===== src/rtl/cp0_reg.sv =====
// cp0_reg: Coprocessor-0 register file.
// Holds Count, Compare, Status, Cause, EPC, PrId and Config. Writes arrive from
// the write-back stage; reads are combinational for mtc0/mfc0 handling in execute.
// Optional feature macro: CP0_TIMER_EN (free-running Count and Compare-match
// timer interrupt). When undefined, Count changes only on writes and
// timer_int_o is tied low.
//
// Ports:
//   clk          clock, rising edge
//   rst          asynchronous reset, active-low
//   we_i         write enable
//   waddr_i      CP0 register number to write
//   data_i       write data
//   raddr_i      CP0 register number to read
//   int_i        external hardware interrupt lines (level)
//   data_o       read data, combinational from raddr_i
//   count_o .. prid_o  live register values
//   timer_int_o  timer interrupt (level, sticky until Compare write)
module cp0_reg #(
    parameter logic [31:0] PRID_VALUE   = 32'h004c0102,
    parameter logic [31:0] CONFIG_VALUE = 32'h00008000
) (
    input  logic        clk,
    input  logic        rst,
    input  logic        we_i,
    input  logic [4:0]  waddr_i,
    input  logic [31:0] data_i,
    input  logic [4:0]  raddr_i,
    input  logic [5:0]  int_i,
    output logic [31:0] data_o,
    output logic [31:0] count_o,
    output logic [31:0] compare_o,
    output logic [31:0] status_o,
    output logic [31:0] cause_o,
    output logic [31:0] epc_o,
    output logic [31:0] config_o,
    output logic [31:0] prid_o,
    output logic        timer_int_o
);

    localparam int unsigned DW = 32;
    localparam int unsigned AW = 5;
    localparam int unsigned IW = 6;

    localparam logic [AW-1:0] REG_COUNT   = AW'(9);
    localparam logic [AW-1:0] REG_COMPARE = AW'(11);
    localparam logic [AW-1:0] REG_STATUS  = AW'(12);
    localparam logic [AW-1:0] REG_CAUSE   = AW'(13);
    localparam logic [AW-1:0] REG_EPC     = AW'(14);
    localparam logic [AW-1:0] REG_PRID    = AW'(15);
    localparam logic [AW-1:0] REG_CONFIG  = AW'(16);

    localparam logic [DW-1:0] STATUS_RST  = 32'h1000_0000;

    // Cause is kept as its only live fields; all other bits read as zero.
    logic [IW-1:0] cause_ip_hw;
    logic [1:0]    cause_ip_sw;
    logic          cause_wp;
    logic          cause_iv;

    assign cause_o  = {8'h00, cause_iv, cause_wp, 6'h00, cause_ip_hw, cause_ip_sw, 8'h00};
    assign config_o = CONFIG_VALUE;
    assign prid_o   = PRID_VALUE;

`ifdef CP0_TIMER_EN
    // Match uses pre-edge count/compare; a Compare write in the same cycle clears.
    logic timer_match;
    assign timer_match = (compare_o != '0) && (count_o == compare_o);

    always_ff @(posedge clk or negedge rst) begin
        if (!rst) begin
            timer_int_o <= 1'b0;
        end else if (we_i && waddr_i == REG_COMPARE) begin
            timer_int_o <= 1'b0;
        end else if (timer_match) begin
            timer_int_o <= 1'b1;
        end
    end
`else
    assign timer_int_o = 1'b0;
`endif

    // Count: write replaces that cycle's increment.
    always_ff @(posedge clk or negedge rst) begin
        if (!rst) begin
            count_o <= '0;
        end else if (we_i && waddr_i == REG_COUNT) begin
            count_o <= data_i;
        end else begin
`ifdef CP0_TIMER_EN
            count_o <= count_o + DW'(1);
`else
            count_o <= count_o;
`endif
        end
    end

    // Plain software-written registers and the writable Cause fields.
    always_ff @(posedge clk or negedge rst) begin
        if (!rst) begin
            compare_o   <= '0;
            status_o    <= STATUS_RST;
            epc_o       <= '0;
            cause_ip_sw <= '0;
            cause_wp    <= 1'b0;
            cause_iv    <= 1'b0;
        end else if (we_i) begin
            case (waddr_i)
                REG_COMPARE: compare_o <= data_i;
                REG_STATUS:  status_o  <= data_i;
                REG_EPC:     epc_o     <= data_i;
                REG_CAUSE: begin
                    cause_ip_sw <= data_i[9:8];
                    cause_wp    <= data_i[22];
                    cause_iv    <= data_i[23];
                end
                default: ;
            endcase
        end
    end

    // Hardware interrupt lines are sampled every cycle; software cannot override.
    always_ff @(posedge clk or negedge rst) begin
        if (!rst) begin
            cause_ip_hw <= '0;
        end else begin
            cause_ip_hw <= int_i;
        end
    end

    // Read port: no write bypass, forwarding is handled in execute.
    always_comb begin
        data_o = '0;
        case (raddr_i)
            REG_COUNT:   data_o = count_o;
            REG_COMPARE: data_o = compare_o;
            REG_STATUS:  data_o = status_o;
            REG_CAUSE:   data_o = cause_o;
            REG_EPC:     data_o = epc_o;
            REG_PRID:    data_o = prid_o;
            REG_CONFIG:  data_o = config_o;
            default:     data_o = '0;
        endcase
    end

endmodule


===== config.mk =====
export PLATFORM = sky130hd
export DESIGN_NAME = cp0_reg
export DESIGN_NICKNAME = d
export VERILOG_FILES = /design/src/rtl/cp0_reg.sv
export SDC_FILE = /design/constraint.sdc
export NUM_CORES = 1
export LEC_CHECK = 0
export ABC_AREA = 1
export CORE_MARGIN = 2
export CORE_UTILIZATION = 30
export DETAILED_ROUTE_END_ITERATION = 8
export PLACE_DENSITY = 0.58
export SLEW_MARGIN = 5
export SYNTH_ARGS = -nofsm -noshare
export SYNTH_HDL_FRONTEND = slang
export SYNTH_SLANG_ARGS = --single-unit

===== constraint.sdc =====
create_clock -name clk -period 1 [get_ports clk]
set_input_delay 0.1 -clock clk [delete_from_list [all_inputs] [get_ports clk]]
set_output_delay 0.1 -clock clk [all_outputs]
set_load 0.05 [all_outputs]

## Word-level counts from Yosys, hierarchy flattened

Cells that the tools add are included.

| operators by class | value |
|---|---|
| mux-type cells | 1 |
| equality and inequality tests | 12 |
| reductions and logical operators | 5 |

Operators with widths:

| cell | count |
|---|---|
| 32-bit one-hot mux with 7 select lines | 1 |
| 5-bit by 4-bit == test with 1-bit output (second input constant) | 11 |
| 2-bit AND reduction | 4 |
| 5-bit == test (second input constant) | 1 |
| 1-bit logical AND | 1 |

| word-level totals | value |
|---|---|
| output and inout port bits | 257 |
| bits of input ports | 51 |
| register bits after elaboration | 138 |

## Depth between registers and ports, before layout

Gate-level depths: netlist of the first run.

| logic depth | value |
|---|---|
| depth in word-level cells | 2 |
| depth in mapped cells | 8 |
| depth with buffers taken out | 7 |

## Worst setup path after synthesis of the first run

Ideal clock, no wire load.

| timing path | value |
|---|---|
| path type | register -> output |
| start | reg epc_o[9] |
| end | out data_o[9] |
| cell stages (with the launch flop) | 5 |
| setup slack | -0.398 ns |
| arrival | 1.298 ns |
| path buffers | 0 |
| data required time | 0.900 ns |
| cells stage by stage | dfrtp_1 inv_1 nor3_1 a21oi_1 nand2_1 |

| on the way | value |
|---|---|
| cells in the longest elaborated chain, start to end | 1 |

RTL lines:

| what | line | source |
|---|---|---|
| start, declared | 35 | `output logic [31:0] epc_o,` |
| start signal, assigned | 111 | `REG_EPC: epc_o <= data_i;` |
| 32-bit one-hot mux with 7 select lines | 134 | `case (raddr_i)` |
| end, declared | 30 | `output logic [31:0] data_o,` |

No other way between the ends.

## Worst setup path after layout of the first run

| timing path | value |
|---|---|
| start | reg epc_o[1] |
| end | out data_o[1] |

Same word-level chain as after synthesis.

==> results of run 1 <==
==> flip-flops by register name, indices dropped and copies added (netlist names) <==
name / flops
status_o: 32
cause_ip_hw: 6
cause_ip_sw: 2
cause_wp: 1
compare_o: 32
count_o: 32
cause_iv: 1
epc_o: 32
==> cell families (layout without fill, tap and decap cells) <==
kind of cell / after synthesis / count (layout) / synth area share
and+or+nand+nor: 350 / 350 / 0.215
buffers and inverters: 185 / 530 / 0.160
AOI/OAI and AO/OA: 142 / 142 / 0.107
DFF: 138 / 138 / 0.517
other: 2 / 90 / 0.00112
==> critical path: stages, from the launching register on <==
cell and delay, ns:
dfrtp_2 0.42, o211ai_1 0.28, nand4_1 0.20, buf_12 0.19
==> cells in the mapped netlist <==
master,n,area share
nor3_1,8,0.0060
dfstp_2,1,0.0039
nand2_2,3,0.0028
nand3_1,13,0.0097
nand3_2,1,0.0015
conb_1,2,0.0011
dfrtp_1,137,0.51
o211ai_1,3,0.0034
buf_4,92,0.10
o21ai_1,12,0.0090
nor2_2,3,0.0028
clkbuf_1,10,0.0056
inv_1,58,0.033
nor2_4,1,0.0017
inv_2,2,0.0011
o21ai_0,120,0.090
nand2_1,264,0.15
clkbuf_2,5,0.0037
buf_2,17,0.013
clkinv_1,1,0.00056
nand4_1,25,0.023
a21oi_1,7,0.0052
nor2_1,31,0.017
nor3_2,1,0.0015
==> stage by stage <==
stage | area [sq um] | setup TNS [ns]
6_report | 14100 | -38.61
4_1_cts | 13800 | -41.55
3_3_place_gp | 12200 | -91.06
5_1_grt | 14100 | -46.11
3_5_place_dp | 12200 | -93.48
2_1_floorplan | 7250 | -5.25
==> power by group through the flow <==
| stage | Sequential (mW) | Combinational (mW) | Clock, mW |
|---|---|---|---|
| global route | 7.70 | 14.7 | 6.80 |
| global placement | 7.42 | 12.9 | 0 |
| CTS | 7.58 | 13.8 | 6.54 |
| finish | 7.61 | 14.0 | 6.40 |
| floorplan | 11.1 | 2.22 | 0 |
| detailed placement | 7.45 | 13.0 | 0 |
==> what timing repair did <==
item,4_1_cts,5_1_grt
pin swaps,22,52
gates cloned,7,0
setup buffers,26,83
resized for setup,222,129
hold buffers,1,0
endpoints found under the hold margin,137,0
setup endpoints to repair,279,210
==> layer usage <==
layer	global-route usage	up-vias
met4	0.0622	4
met3	0.0706	28
li1	-	3287
met5	0	-
met2	0.383	266
met1	0.277	3295
==> area by class of cell <==
class | instances | area share
repair buffers | 437 | 0.456
flip-flops and latches | 138 | 0.256
multi-input cells | 579 | 0.203
clock buffers | 18 | 0.0312
well taps | 280 | 0.0249
inverters | 61 | 0.0174
clock inverters | 14 | 0.0109
diodes | 3 | 0.000534
==> worst max path at each step <==
stage | endpoint | slack, ns | startpoint | depth (start not counted)
after floorplan | data_o[18] | -0.29 | epc_o[18]$_DFFE_PN0P_ | 2
after global placement | data_o[10] | -0.80 | raddr_i[4] | 11
after detailed placement | data_o[17] | -0.82 | raddr_i[4] | 9
after CTS | data_o[1] | -0.66 | epc_o[1]$_DFFE_PN0P_ | 3
after global routing | data_o[1] | -0.68 | epc_o[1]$_DFFE_PN0P_ | 3
final | data_o[1] | -0.61 | epc_o[1]$_DFFE_PN0P_ | 3
==> flow_metrics.py, run 1 <==
metrics = {
    "final_layout": {
        "final_cell_mix": "nand2_1 (216), buf_12 (189), buf_6 (138), dfrtp_2 (116), o21ai_0 (113)",
        "multi_input_area_sq_um": 2850,
        "final_common_cell": "nand2_1",
        "seqCellArea_sq_um": 3600,
        "fin_cells": 1530,
        "area_delta_synth_final_pct": 110,
        "final_util": 0.644,
        "layout.nets": 1285,
        "drive_above_1_share": 0.521,
        "fill_cells": 1757,
    },
    "place": {
        "post-place-ws_ns": -0.823,
        "dp_cells": 1453,
        "io_buffers": 220,
        "globalplace.congestion": 0.790,
        "hpwl_mm": 17.7,
    },
    "clock_network": {
        "clockBufferDepth": 2,
        "clk_pin_slew_ns": 0.07,
        "cts_sinks": 138,
        "root_buffer": "clkbuf_16",
        "htreeDepth": 4,
        "cts_buffers": 17,
        "insertion_delay_ns": 0.41,
        "cts_tree": "yes",
    },
    "setup_path": {
        "crit_fanout": 2,
        "reg2reg_depth": 5,
        "critPathArrivalTime_ns": 1.51,
        "crit_required_ns": 0.90,
        "crit_path_end_kind": "output pin",
        "criticalPathCategory": "reg -> out",
        "rrSetupSlack_ns": 0.02,
        "r2r-end": "status_o[5]$_DFFE_PN0P_",
        "worstReg2RegStart": "status_o[5]$_DFFE_PN0P_",
        "start_kind": "register",
    },
    "die": {
        "io_pins": 308,
        "die_w_um": 153,
        "fp-row-count": 54,
        "initial_core_util": 0.306,
        "dieArea_sq_um": 23500,
        "die_h_um": 153,
        "core_sq_um": 21800,
    },
    "sta": {
        "skew_ns": 0,
        "finalCritPeriodShare": 1.61,
        "slew_viol_final": 0,
        "layout_min_cycle_time_ns": 1.61,
        "hold_slack_ns": 0.0863,
        "fmax_mhz": 622,
        "setup_viol": 170,
        "timing.final.hold_violations": 0,
        "rsz0062_at_grt": "yes",
        "setup_slack_ns": -0.607,
    },
    "grt": {
        "grt_pass1_vias": 7170,
        "antenna_found_initial": 4,
        "overflow": 0,
        "grt_max_degree": 42,
        "track_usage": 0.226,
        "grt_pass1_wl_mm": 40.8,
    },
    "detailed_routing": {
        "met2_wirelength_mm": 13.6,
        "drtIter0Drc": 425,
        "wl_met3_mm": 2.11,
        "first_pass_iters": 5,
        "top_layer": "met5",
        "drt-met1-wl_mm": 10.6,
        "vias": 6880,
        "finalWirelength_mm": 26.8,
        "drt-wirelength-per-cell_um": 17.5,
        "drc_errors": 0,
        "drtAntennaViolNets": 0,
        "viasPerCell": 4.50,
    },
    "power_and_ir_drop": {
        "pwr-share-seq": 0.271,
        "p_switching_mw": 10.9,
        "internal_power_mw": 17.1,
        "power_frac_clock": 0.228,
        "pwr-share-comb": 0.500,
        "total_power_mw": 28.0,
        "power_density_nw_per_um2": 1990,
        "p_leak_nw": 6.50,
        "peakVddDrop_v": 0.00115,
        "swShare": 0.389,
    },
    "synthesis": {
        "synthCells": 817,
        "synth_area_per_cell_sq_um": 8.18,
        "yosysUniqueCellTypes": 24,
        "ys_seq_area_frac": 0.517,
        "yosys_warnings": 0,
        "synth-seq-cells": 138,
        "syn-cell-area_sq_um": 6690,
    },
    "min_path": {
        "timing.hold.worst.class": "in -> async",
    },
    "run_status": {
        "run_status": "finished, violations left",
        "violations": "setup timing",
    },
    "run": {
        "max_cap_viol_count": 0,
    },
}
No activity file was read; power rests on OpenSTA's default activity.
==> run 2, diff against run 1 <==
CAP_MARGIN = 10   (was not set)
CORE_UTILIZATION = 40   (was 30)
PLACE_DENSITY = 0.75   (was 0.58)
==> run 2 against run 1 <==
- the run still ends with setup timing left
- first-iteration DRC count up 4.7%
- largest power group unchanged
- global-route usage grew 9.7 points
- maximum frequency shrank 7.2%
- clock power rose by 10%
==> flow_metrics.py, run 2 (same netlist as run 1, synthesis figures left out) <==
metrics = {
    "place": {
        "placed_cell_area_sq_um": 12100,
        "io_buffers": 220,
        "hpwl_mm": 17.9,
        "globalplace.congestion": 0.842,
        "dp_cells": 1388,
    },
    "grt": {
        "grt_max_degree": 37,
        "overflow": 0,
        "grt_pass1_vias": 7890,
        "grt_pass1_wl_mm": 43.9,
        "antenna_found_initial": 2,
        "track_usage": 0.322,
    },
    "power_and_ir_drop": {
        "p_leak_nw": 6.76,
        "power_density_nw_per_um2": 2040,
        "peakVddDrop_v": 0.00140,
    },
    "detailed_routing": {
        "viasPerCell": 5.15,
        "vias": 7701,
        "finalWirelength_mm": 31.7,
        "first_pass_iters": 7,
        "drt-wirelength-per-cell_um": 21.2,
        "drtIter0Drc": 445,
        "drc_errors": 0,
        "drtAntennaViolNets": 0,
    },
    "die": {
        "die_w_um": 133,
        "io_pins": 308,
        "initial_core_util": 0.406,
        "dieArea_sq_um": 17800,
        "die_h_um": 133,
        "core_sq_um": 16500,
        "fp-row-count": 47,
    },
    "run_status": {
        "violations": "setup timing",
        "run_status": "finished, violations left",
    },
    "setup_path": {
        "critPathArrivalTime_ns": 1.63,
        "reg2reg_depth": 7,
        "crit_path_end_kind": "output pin",
        "slowest_stage": "dfrtp_2",
        "critPathMaxStageDelay_ns": 0.42,
        "critical_path_depth": 3,
        "criticalPathCategory": "reg -> out",
        "crit_required_ns": 0.90,
        "start_kind": "register",
        "crit_fanout": 2,
        "cp_top_family": "flip-flops",
        "cp_num_buf_inv": 1,
        "cp_cell_sequence": "o211ai_1 -> nand4_1 -> buf_12",
    },
    "final_layout": {
        "final_common_cell": "nand2_1",
        "final_util": 0.879,
        "final_cell_mix": "nand2_1 (202), buf_12 (192), buf_6 (156), dfrtp_2 (117), o21ai_0 (104)",
        "layout.nets": 1310,
        "area_delta_synth_final_pct": 116,
        "fin_cells": 1495,
        "stdcell_area_sq_um": 14500,
        "drive_above_1_share": 0.544,
    },
    "sta": {
        "setup_viol": 175,
        "setup_slack_ns": -0.733,
        "layout_min_cycle_time_ns": 1.73,
        "skew_ns": 0,
        "rsz0062_at_grt": "yes",
        "timing.final.hold_violations": 0,
        "slew_viol_final": 0,
        "fmax_mhz": 577,
        "finalCritPeriodShare": 1.73,
        "hold_slack_ns": 0.116,
    },
    "clock_network": {
        "clockBufferDepth": 2,
        "clk_pin_slew_ns": 0.06,
        "cts_buffers": 17,
        "insertion_delay_ns": 0.41,
        "htreeDepth": 4,
        "root_buffer": "clkbuf_16",
        "cts_sinks": 138,
        "cts_tree": "yes",
    },
    "run": {
        "max_cap_viol_count": 0,
    },
    "min_path": {
        "timing.hold.worst.class": "in -> reg",
        "min_path_cells": 1,
    },
}
[run 2: changes by cell type in the layout (fill, tap and decap cells not counted), sizes merged]
cell	change
clkbuf	+4
bufinv	+4
clkinv	+3
clkdlybuf4s15	+1
buf	+24
clkinvlp	-1
inv	-9
bufbuf	-1
[run 2: worst reg2reg max path, stage by stage (launching register included)]
cell	delay [ns]
dfrtp_2	0.42
buf_4	0.14
buf_6	0.10
buf_6	0.10
buf_6	0.10
buf_6	0.11
nand2_2	0.05
o21ai_1	0.05
[run 2: metrics by stage]
step / total power [mW] / setup slack (ns) / setup TNS (ns)
after global placement: 20.2 / -0.784 / -84.32
after global routing: 30.4 / -0.718 / -46.43
after CTS: 28.4 / -0.687 / -41.20
after detailed placement: 20.4 / -0.824 / -94.65
after floorplan: 13.3 / -0.292 / -5.25
final: 29.5 / -0.733 / -41.36
[run 2: timing repair]
item / in CTS / in global routing
setup buffers: 44 / 95
pin swaps: 58 / 67
resized for setup: 223 / 181
endpoints found under the hold margin: 138 / 0
endpoints found under the setup margin: 296 / 221
hold buffers: 1 / 0
cloned: 8 / 3
[run 2: final cells by class]
cell class / count / area [sq um]
Timing Repair Buffer: 462 / 6740
Sequential cell: 138 / 3600
Multi-Input combinational cell: 579 / 2950
Fill cell: 722 / 2000
Clock buffer: 21 / 460
Tap cell: 220 / 275
Inverter: 61 / 245
Clock inverter: 11 / 191
Antenna cell: 3 / 7.51
[run 2: worst paths after layout]
| check | from | end | slack [ns] |
|---|---|---|---|
| worst min register to register | status_o[5]$_DFFE_PN0P_ | status_o[5]$_DFFE_PN0P_ | 0.55 |
| worst min-delay path | int_i[0] | cause_ip_hw[0]$_DFF_PN0_ | 0.12 |
| max in group asynchronous | rst | cause_ip_hw[5]$_DFF_PN0_ | 0.34 |
| worst max-delay path | epc_o[1]$_DFFE_PN0P_ | data_o[1] | -0.73 |
| worst max register to register | epc_o[1]$_DFFE_PN0P_ | epc_o[1]$_DFFE_PN0P_ | -0.20 |
| min in group asynchronous | rst | compare_o[0]$_DFFE_PN0P_ | 0.16 |
[run 2: layer usage]
metal,GRT usage,part of all wire,wire [um]
met1,0.365,0.35,11000
met2,0.573,0.52,16500
met3,0.0868,0.080,2540
met4,0.136,0.053,1680
met5,0,0,0
[run 2: where the power goes]
group | leakage, nW | switching [mW] | total, mW | internal [mW]
Combinational | 4.82 | 7.71 | 14.8 | 7.05
Sequential | 1.62 | 0.944 | 7.71 | 6.76
Clock | 0.321 | 2.47 | 7.04 | 4.56
Total | 6.76 | 11.1 | 29.5 | 18.4
